`src/rtl/data_mem_if_if.sv`:
```
// Word-wide data bus between the core's memory interface and a memory slave.
// The master issues single-beat accesses; the slave answers with ready and read data.
interface data_mem_if_if;
    logic        bus_valid;
    logic        bus_we;
    logic [31:0] bus_addr;
    logic [31:0] bus_wdata;
    logic [3:0]  bus_be;
    logic        bus_ready;
    logic [31:0] bus_rdata;

    modport master (
        output bus_valid,
        output bus_we,
        output bus_addr,
        output bus_wdata,
        output bus_be,
        input  bus_ready,
        input  bus_rdata
    );

    modport slave (
        input  bus_valid,
        input  bus_we,
        input  bus_addr,
        input  bus_wdata,
        input  bus_be,
        output bus_ready,
        output bus_rdata
    );
endinterface

```
`src/rtl/data_mem_if.sv`:
```
// Core data-memory interface: turns load/store requests into single-beat word
// bus accesses with byte lanes, misalignment detection and a bus timeout.
module data_mem_if #(
    parameter int unsigned TIMEOUT = 16
) (
    input  logic          clk,
    input  logic          reset,
    input  logic          req_valid,
    input  logic          req_we,
    input  logic [31:0]   req_addr,
    input  logic [31:0]   req_wdata,
    input  logic [1:0]    req_size,
    output logic          stall,
    output logic [31:0]   rdata,
    output logic          misalign_err,
    output logic          bus_err,
    data_mem_if_if.master mem
);
    localparam int unsigned      CNT_W    = (TIMEOUT > 1) ? $clog2(TIMEOUT) : 1;
    localparam logic [CNT_W-1:0] CNT_LAST = CNT_W'(TIMEOUT - 1);

    typedef enum logic [1:0] {
        IDLE = 2'd0,
        BUS  = 2'd1,
        DONE = 2'd2,
        ERR  = 2'd3
    } state_t;

    state_t           state, state_d;
    logic [CNT_W-1:0] cnt, cnt_d;
    logic [31:0]      rdata_d;
    logic             misalign_err_d, bus_err_d;

    logic             valid_q, valid_d;
    logic             we_q, we_d;
    logic [31:0]      addr_q, addr_d;
    logic [31:0]      wdata_q, wdata_d;
    logic [3:0]       be_q, be_d;

    logic             misaligned;
    logic [3:0]       lane_be;
    logic [31:0]      lane_wdata;

    // Size decode: alignment check, byte-lane enables and lane-replicated store data
    always_comb begin
        misaligned = 1'b0;
        lane_be    = 4'b0000;
        lane_wdata = req_wdata;
        case (req_size)
            2'b00: begin
                lane_be    = 4'b0001 << req_addr[1:0];
                lane_wdata = {4{req_wdata[7:0]}};
            end
            2'b01: begin
                misaligned = req_addr[0];
                lane_be    = req_addr[1] ? 4'b1100 : 4'b0011;
                lane_wdata = {2{req_wdata[15:0]}};
            end
            2'b10: begin
                misaligned = (req_addr[1:0] != 2'b00);
                lane_be    = 4'b1111;
            end
            default: begin
                misaligned = 1'b1;
            end
        endcase
    end

    // Next-state and next-output logic
    always_comb begin
        state_d        = state;
        cnt_d          = cnt;
        rdata_d        = rdata;
        misalign_err_d = 1'b0;
        bus_err_d      = 1'b0;
        valid_d        = valid_q;
        we_d           = we_q;
        addr_d         = addr_q;
        wdata_d        = wdata_q;
        be_d           = be_q;

        case (state)
            IDLE: begin
                if (req_valid) begin
                    if (misaligned) begin
                        state_d        = ERR;
                        misalign_err_d = 1'b1;
                    end else begin
                        state_d = BUS;
                        valid_d = 1'b1;
                        we_d    = req_we;
                        addr_d  = {req_addr[31:2], 2'b00};
                        be_d    = lane_be;
                        wdata_d = lane_wdata;
                        cnt_d   = '0;
                    end
                end
            end
            BUS: begin
                // A ready in the final wait cycle still completes the access cleanly
                if (mem.bus_ready) begin
                    state_d = DONE;
                    valid_d = 1'b0;
                    if (!we_q) begin
                        rdata_d = mem.bus_rdata;
                    end
                end else if (cnt == CNT_LAST) begin
                    state_d   = DONE;
                    valid_d   = 1'b0;
                    bus_err_d = 1'b1;
                    rdata_d   = '0;
                end else begin
                    cnt_d = cnt + CNT_W'(1);
                end
            end
            DONE: begin
                state_d = IDLE;
            end
            ERR: begin
                state_d = IDLE;
            end
            default: begin
                state_d = IDLE;
                valid_d = 1'b0;
            end
        endcase
    end

    // State and output registers; reset overrides every transition
    always_ff @(posedge clk) begin
        if (reset) begin
            state        <= IDLE;
            cnt          <= '0;
            rdata        <= '0;
            misalign_err <= 1'b0;
            bus_err      <= 1'b0;
            valid_q      <= 1'b0;
            we_q         <= 1'b0;
            addr_q       <= '0;
            wdata_q      <= '0;
            be_q         <= '0;
        end else begin
            state        <= state_d;
            cnt          <= cnt_d;
            rdata        <= rdata_d;
            misalign_err <= misalign_err_d;
            bus_err      <= bus_err_d;
            valid_q      <= valid_d;
            we_q         <= we_d;
            addr_q       <= addr_d;
            wdata_q      <= wdata_d;
            be_q         <= be_d;
        end
    end

    // The core is released in the single-cycle completion states
    assign stall = req_valid && (state != DONE) && (state != ERR);

    assign mem.bus_valid = valid_q;
    assign mem.bus_we    = we_q;
    assign mem.bus_addr  = addr_q;
    assign mem.bus_wdata = wdata_q;
    assign mem.bus_be    = be_q;
endmodule

```
`src/flat_wrapper.sv`:
```
// flat-port wrapper written by rule: the top's interface ports become plain ports
module data_mem_if_flat 
#(
    parameter int unsigned TIMEOUT = 16
)
  (clk, reset, req_valid, req_we, req_addr, req_wdata, req_size, stall, rdata, misalign_err, bus_err, mem_bus_valid, mem_bus_we, mem_bus_addr, mem_bus_wdata, mem_bus_be, mem_bus_ready, mem_bus_rdata);
  data_mem_if_if mem_i ();
  input  logic clk;
  input  logic reset;
  input  logic req_valid;
  input  logic req_we;
  input  logic [31:0] req_addr;
  input  logic [31:0] req_wdata;
  input  logic [1:0] req_size;
  output logic stall;
  output logic [31:0] rdata;
  output logic misalign_err;
  output logic bus_err;
  output wire logic [$bits(mem_i.bus_valid)-1:0] mem_bus_valid;
  output wire logic [$bits(mem_i.bus_we)-1:0] mem_bus_we;
  output wire logic [$bits(mem_i.bus_addr)-1:0] mem_bus_addr;
  output wire logic [$bits(mem_i.bus_wdata)-1:0] mem_bus_wdata;
  output wire logic [$bits(mem_i.bus_be)-1:0] mem_bus_be;
  input wire logic [$bits(mem_i.bus_ready)-1:0] mem_bus_ready;
  input wire logic [$bits(mem_i.bus_rdata)-1:0] mem_bus_rdata;
  assign mem_bus_valid = mem_i.bus_valid;
  assign mem_bus_we = mem_i.bus_we;
  assign mem_bus_addr = mem_i.bus_addr;
  assign mem_bus_wdata = mem_i.bus_wdata;
  assign mem_bus_be = mem_i.bus_be;
  assign mem_i.bus_ready = mem_bus_ready;
  assign mem_i.bus_rdata = mem_bus_rdata;
  data_mem_if #(.TIMEOUT(TIMEOUT)) u_core (.clk(clk), .reset(reset), .req_valid(req_valid), .req_we(req_we), .req_addr(req_addr), .req_wdata(req_wdata), .req_size(req_size), .stall(stall), .rdata(rdata), .misalign_err(misalign_err), .bus_err(bus_err), .mem(mem_i));
endmodule
```
`config.mk`:
```
export PLATFORM = sky130hd
export DESIGN_NAME = data_mem_if_flat
export DESIGN_NICKNAME = d
export VERILOG_FILES = /design/src/rtl/data_mem_if_if.sv /design/src/rtl/data_mem_if.sv /design/src/flat_wrapper.sv
export SDC_FILE = /design/constraint.sdc
export NUM_CORES = 1
export LEC_CHECK = 0
export CORE_ASPECT_RATIO = 2
export CORE_MARGIN = 2
export CORE_UTILIZATION = 38
export DETAILED_ROUTE_END_ITERATION = 6
export DONT_BUFFER_PORTS = 1
export HOLD_SLACK_MARGIN = 0.03
export SKIP_LAST_GASP = 1
export SYNTH_ARGS = -nofsm -noshare
export SYNTH_HDL_FRONTEND = slang
export SYNTH_SLANG_ARGS = --single-unit
```
`constraint.sdc`:
```
create_clock -name clk -period 2.5 [get_ports clk]
set_input_delay 0.5 -clock clk [delete_from_list [all_inputs] [get_ports clk]]
set_output_delay 0.5 -clock clk [all_outputs]
set_load 0.005 [all_outputs]
```
* Word level (Yosys, flattened, before mapping)
Cells that the tools add are included.
** Word-level totals
- Flip-flop bits (word level) :: 108
- Input bits :: 103
- Output and inout bits :: 105
- Word-level logic and storage cells :: 69
** Cells by class
- Add/subtract/negate cells :: 1
- Equal/unequal tests :: 14
- Shift-type cells :: 1
- Mux-type cells :: 24
- Bitwise gates (word level) :: 4
- Reductions and logical operators :: 15
** Operators with widths (number)
- $mux 32 :: 3
- $pmux 32 s2 :: 1
- $mux 4 :: 5
- $ne 2x2->1 const B :: 7
- $pmux 4 s3 :: 1
- $mux 2 :: 4
- $pmux 4 s2 :: 1
- $eq 2x2->1 const B :: 3
- $mux 1 :: 6
- $pmux 2 s3 :: 1
- $reduce_and 3->1 :: 2
- $reduce_bool 2->1 :: 3
- $reduce_or 3->1 :: 2
- $reduce_and 5->1 :: 1
- $add 4x1->4 const B :: 1
- $eq 2x1->1 const B :: 2
- $eq 4x4->1 const B :: 1
- $logic_not 2->1 :: 2
- $not 1->1 :: 4
- $reduce_and 4->1 :: 1
- $shl 1x2->4 const A :: 1
- $ne 3x2->1 const B :: 1
- $pmux 1 s3 :: 1
- $logic_and 1x1->1 :: 2
- 3 further kinds :: 3

* Longest topological paths before layout
- Word-level depth :: 5
- Depth in mapped cells :: 7
- Gate-level depth less buffers :: 5

* Worst setup path before layout
OpenSTA, ideal clock, no wires.
- Kind :: input -> register
- From :: input req_valid
- To :: register u_core.addr_q[19], in the netlist u_core.mem.bus_addr[19]
- Setup time :: 0.132 ns
- Arrival :: 1.517 ns
- Data required time :: 2.368 ns
- Setup slack :: 0.851 ns
- Cell stages on the path :: 6
- Path buffers :: 2
- Cell sequence :: or3b_4 -> o21bai_1 -> buf_2 -> buf_2 -> nand2_1 -> a21oi_1
** Between the ends
- Cells in the longest elaborated chain, start to end :: 1
** Ends and longest elaborated chain
- start: declaration :: RTL line flat_wrapper.sv:10 : input logic req_valid;
- $reduce_and 3->1 (no source line)
- end signal: assignment :: RTL line data_mem_if.sv:150 : addr_q <= addr_d;
- end: declaration :: RTL line data_mem_if.sv:36 : logic [31:0] addr_q, addr_d;
No other way between the ends.
A chain may end at the register's enable or synchronous reset.

* Final worst setup path
- From :: register u_core.state[1]
- To :: register u_core.wdata_q[22], in the netlist u_core.mem.bus_wdata[22]
** Between the ends
- Cells in the longest elaborated chain, start to end :: 2
** Ends and longest elaborated chain
- start: declaration :: RTL line data_mem_if.sv:29 : state_t state, state_d;
- start signal: assignment :: RTL line data_mem_if.sv:143 : state <= state_d;
- $logic_not 2->1 :: RTL line data_mem_if.sv:82 : case (state)
- $reduce_and 3->1 (no source line)
- end signal: assignment :: RTL line data_mem_if.sv:151 : wdata_q <= wdata_d;
- end: declaration :: RTL line data_mem_if.sv:37 : logic [31:0] wdata_q, wdata_d;
No other way between the ends.

==> run summary <==
* result of the run: finished, final reports clean
* Post-Place Cell Area: 4250 sq um
* DIE AREA: 12000 sq um
* ordered list of cells on the worst path: or3b_4 > o21ba_4 > buf_4 > nor2_1 > a211oi_1
* share of the clock period used by the worst path after layout: 78.7%
* number of buffers inserted to repair setup after CTS: 0
* global routing usage summed across all routing layers: 17.8%
* maximum root-to-sink buffer count: 2
* instance count of the mapped netlist: 494
* max frequency: 0.508 GHz
* clock buffers created by TritonCTS: 9
* Die Wd: 78.5 microns
* routed wire length per instance: 17.6 microns
* peak supply drop: 0.533 mV
* wire length reported by the detailed router: 10.9 mm
* total buffers and inverters traversed by the critical path: 1
* kind of critical path: reg -> reg
* number of sinks on the clock net: 108
* final core utilization: 41.9%
* PnR Total Power: 3.64 mW
* global route total overflow: 0
* area of the multi-input gates: 1840 sq um
* required time of the critical path: 2.75 ns
* transition time of the tightest slew-check pin: 1.14 ns
* number of placement rows: 54
* antenna violations before repair: 0
* final HPWL from detailed placement: 7.90 mm
* Fill cells: 1080
* largest stage delay on the critical path: 0.49 ns
* type of origin of the critical path: flip-flop
* final worst hold slack: 0.231 ns
* maximum fanout encountered on the critical timing path: 29
* count of boundary I/O pins: 208
* Worst path top cell family by delay: compound AO/OA/AOI/OAI gates
* kind of end point of the critical path: flip-flop
* leakage power of the design: 1.59 nW
* MaxCap Viol Count: 0
* wire length of the first global-routing pass: 16.8 mm
* main area contributors after synthesis: sky130_fd_sc_hd__dfxtp_1 (51%), sky130_fd_sc_hd__nand2_1 (11%), sky130_fd_sc_hd__a21oi_1 (6.3%), sky130_fd_sc_hd__a22oi_1 (5.7%), sky130_fd_sc_hd__nor2_1 (5.2%)
* Setup violations, final: 0
* number of synthesis warnings: 0
* growth of design area from synthesis to finish: 8.14%
* worst-skew pair later-pin latency: 0.33 ns
* number of buffers added on ports: 0
* CTS tree: built
* core outline area: 10900 sq um
* sequential cell area: 2160 sq um
* clock root buffer: sky130_fd_sc_hd__clkbuf_16
* Period minus WS final: 1.97 ns
* via count of the first global-routing pass: 3220
* total of flip-flops plus latches after synthesis: 108
* starting utilization of the core area: 38.7%
* Final #Nets: 577
* arrival time of the worst setup path: 2.22 ns
* area share of the largest cell type after synthesis: 51.3%
* Max-slew headroom: 23.9%
* post-detailed-route count of antenna-violating nets: 0
* Setup Total Neg Slack: 0 ns
* total count of max-transition violations in the final report: 0
* area leader, netlist: sky130_fd_sc_hd__dfxtp_1
* initial drt markers: 170
* share of final-layout standard cells stronger than drive strength 1: 5.86%
* first-pass iteration count of the detailed router: 5
* cell area after technology mapping: 4210 sq um
* number of distinct library cells after synthesis: 34
* critical path's slowest cell: sky130_fd_sc_hd__o21ba_4
* maximum level of the CTS H-tree: 3
* RSZ-0062 raised after global routing: false
* Layout Cell Area excl Fill: 4560 sq um
* y dimension of the die: 153 microns
* DRC: 0
* clock transition at the register clock pins on the worst setup and hold paths after CTS: 0.07 ns
* number of antenna repair diodes: 0
* Post-Synthesis Mean Instance Area: 8.53 sq um
* detailed-route vias per instance: 5.41
* final RePlAce weighted congestion: 0.845
* # hold bufs at CTS: 0
* register area share after synthesis: 51.3%
* worst-case clock skew: 0.00899 ns
* routed via count: 3344
* count of final hold-check violations: 0
* largest net degree at the start of global routing: 109
* post-cts resize count: 0
* path class of the lowest-slack min-delay path: in -> reg
* total power density per cell area: 799 nW/um^2
-- synthesized netlist by cell type --
master                     count
sky130_fd_sc_hd__a211oi_1     10
sky130_fd_sc_hd__a21oi_1      53
sky130_fd_sc_hd__a22oi_1      32
sky130_fd_sc_hd__a311oi_1      8
sky130_fd_sc_hd__a311oi_2      3
sky130_fd_sc_hd__a31o_2        1
sky130_fd_sc_hd__a31oi_1       2
sky130_fd_sc_hd__buf_2         9
sky130_fd_sc_hd__buf_4         2
sky130_fd_sc_hd__buf_6         8
sky130_fd_sc_hd__clkbuf_1     21
sky130_fd_sc_hd__conb_1        1
sky130_fd_sc_hd__dfxtp_1     108
sky130_fd_sc_hd__ha_1          1
sky130_fd_sc_hd__inv_1         1
sky130_fd_sc_hd__mux2i_1      16
sky130_fd_sc_hd__nand2_1     118
sky130_fd_sc_hd__nand2b_1      1
sky130_fd_sc_hd__nand3_1       2
sky130_fd_sc_hd__nand4b_1      1
sky130_fd_sc_hd__nor2_1       58
sky130_fd_sc_hd__nor2b_1       2
sky130_fd_sc_hd__nor3_1        3
sky130_fd_sc_hd__nor3b_1       1
sky130_fd_sc_hd__nor3b_2       1
sky130_fd_sc_hd__nor4_1        2
sky130_fd_sc_hd__nor4b_1       1
sky130_fd_sc_hd__nor4bb_1      1
sky130_fd_sc_hd__o211ai_1      1
sky130_fd_sc_hd__o21ai_0      21
sky130_fd_sc_hd__o21ba_4       1
sky130_fd_sc_hd__o21bai_1      1
sky130_fd_sc_hd__or3_1         2
sky130_fd_sc_hd__or3b_4        1
-- sequential cells by signal (all words and copies together), names as in the netlist --
| register | count |
|---|---|
| u_core.misalign_err | 1 |
| u_core.state | 2 |
| u_core.mem.bus_valid | 1 |
| u_core.cnt | 4 |
| u_core.rdata | 32 |
| u_core.mem.bus_be | 4 |
| u_core.mem.bus_we | 1 |
| u_core.bus_err | 1 |
| u_core.mem.bus_wdata | 32 |
| u_core.mem.bus_addr | 30 |
-- routing by layer --
layer / GRT usage, % / up-vias / wire (microns)
met4: 8.86 / 0 / 333
met3: 6.02 / 22 / 971
met5: 0 / - / 0
met2: 31.4 / 168 / 5570
li1: - / 1650 / -
met1: 18.3 / 1504 / 4000
-- cell usage in the layout, fill, tap and decap left out, types with 2 or more instances in the layout --
| master | instances |
|---|---|
| sky130_fd_sc_hd__a211oi_1 | 10 |
| sky130_fd_sc_hd__a21oi_1 | 53 |
| sky130_fd_sc_hd__a22oi_1 | 32 |
| sky130_fd_sc_hd__a311oi_1 | 8 |
| sky130_fd_sc_hd__a311oi_2 | 3 |
| sky130_fd_sc_hd__a31oi_1 | 2 |
| sky130_fd_sc_hd__buf_4 | 6 |
| sky130_fd_sc_hd__bufinv_16 | 2 |
| sky130_fd_sc_hd__clkbuf_1 | 3 |
| sky130_fd_sc_hd__clkbuf_16 | 9 |
| sky130_fd_sc_hd__conb_1 | 2 |
| sky130_fd_sc_hd__dfxtp_1 | 108 |
| sky130_fd_sc_hd__mux2i_1 | 16 |
| sky130_fd_sc_hd__nand2_1 | 118 |
| sky130_fd_sc_hd__nand3_1 | 2 |
| sky130_fd_sc_hd__nor2_1 | 58 |
| sky130_fd_sc_hd__nor2b_1 | 2 |
| sky130_fd_sc_hd__nor3_1 | 3 |
| sky130_fd_sc_hd__nor4_1 | 2 |
| sky130_fd_sc_hd__o21ai_0 | 21 |
| sky130_fd_sc_hd__or3_1 | 2 |
-- metrics by stage --
stage / cells / setup slack [ns]
2_1_floorplan: 495 / 0.851
3_3_place_gp: 602 / 0.410
3_5_place_dp: 602 / 0.426
4_1_cts: 618 / 0.505
5_1_grt: 618 / 0.373
6_report: 618 / 0.533
-- cell families (layout without fill, tap and decap cells) --
kind of cell | after synthesis | in the layout | synth area share [%]
and+or+nand+nor | 194 | 194 | 18.7
AOI/OAI and AO/OA | 133 | 133 | 20.3
DFF | 108 | 108 | 51.3
buffers and inverters | 41 | 24 | 5.52
muxes | 16 | 16 | 3.80
adders and majority gates | 1 | 1 | 0.297
other | 1 | 2 | 0.0890
-- where the power goes --
group / switching (mW) / internal [mW]
Combinational: 0.155 / 0.119
Sequential: 0.0799 / 1.81
Clock: 0.594 / 0.880
Total: 0.830 / 2.81
-- layout make-up --
class	instances	share of cell area [%]
sequential	108	47.5
inverter	1	0.0824
tap	140	3.85
timing repair buffer	7	1.43
multi-input combinational	346	40.4
clock buffer	12	5.19
clock inverter	4	1.62
-- path summary, 6_finish.rpt --
| kind | from | endpoint | slack (ns) | cells past startpoint |
|---|---|---|---|---|
| worst max-delay path | u_core.state[1] | u_core.mem.bus_wdata[22] | 0.53 | 5 |
| worst min-delay path | reset | u_core.mem.bus_addr[20] | 0.23 | 1 |
| worst max register to register | u_core.state[1] | u_core.mem.bus_wdata[22] | 0.53 | 5 |
| worst min register to register | u_core.mem.bus_addr[21] | u_core.mem.bus_addr[21] | 0.47 | 2 |
(Power assumes the default switching activity.)
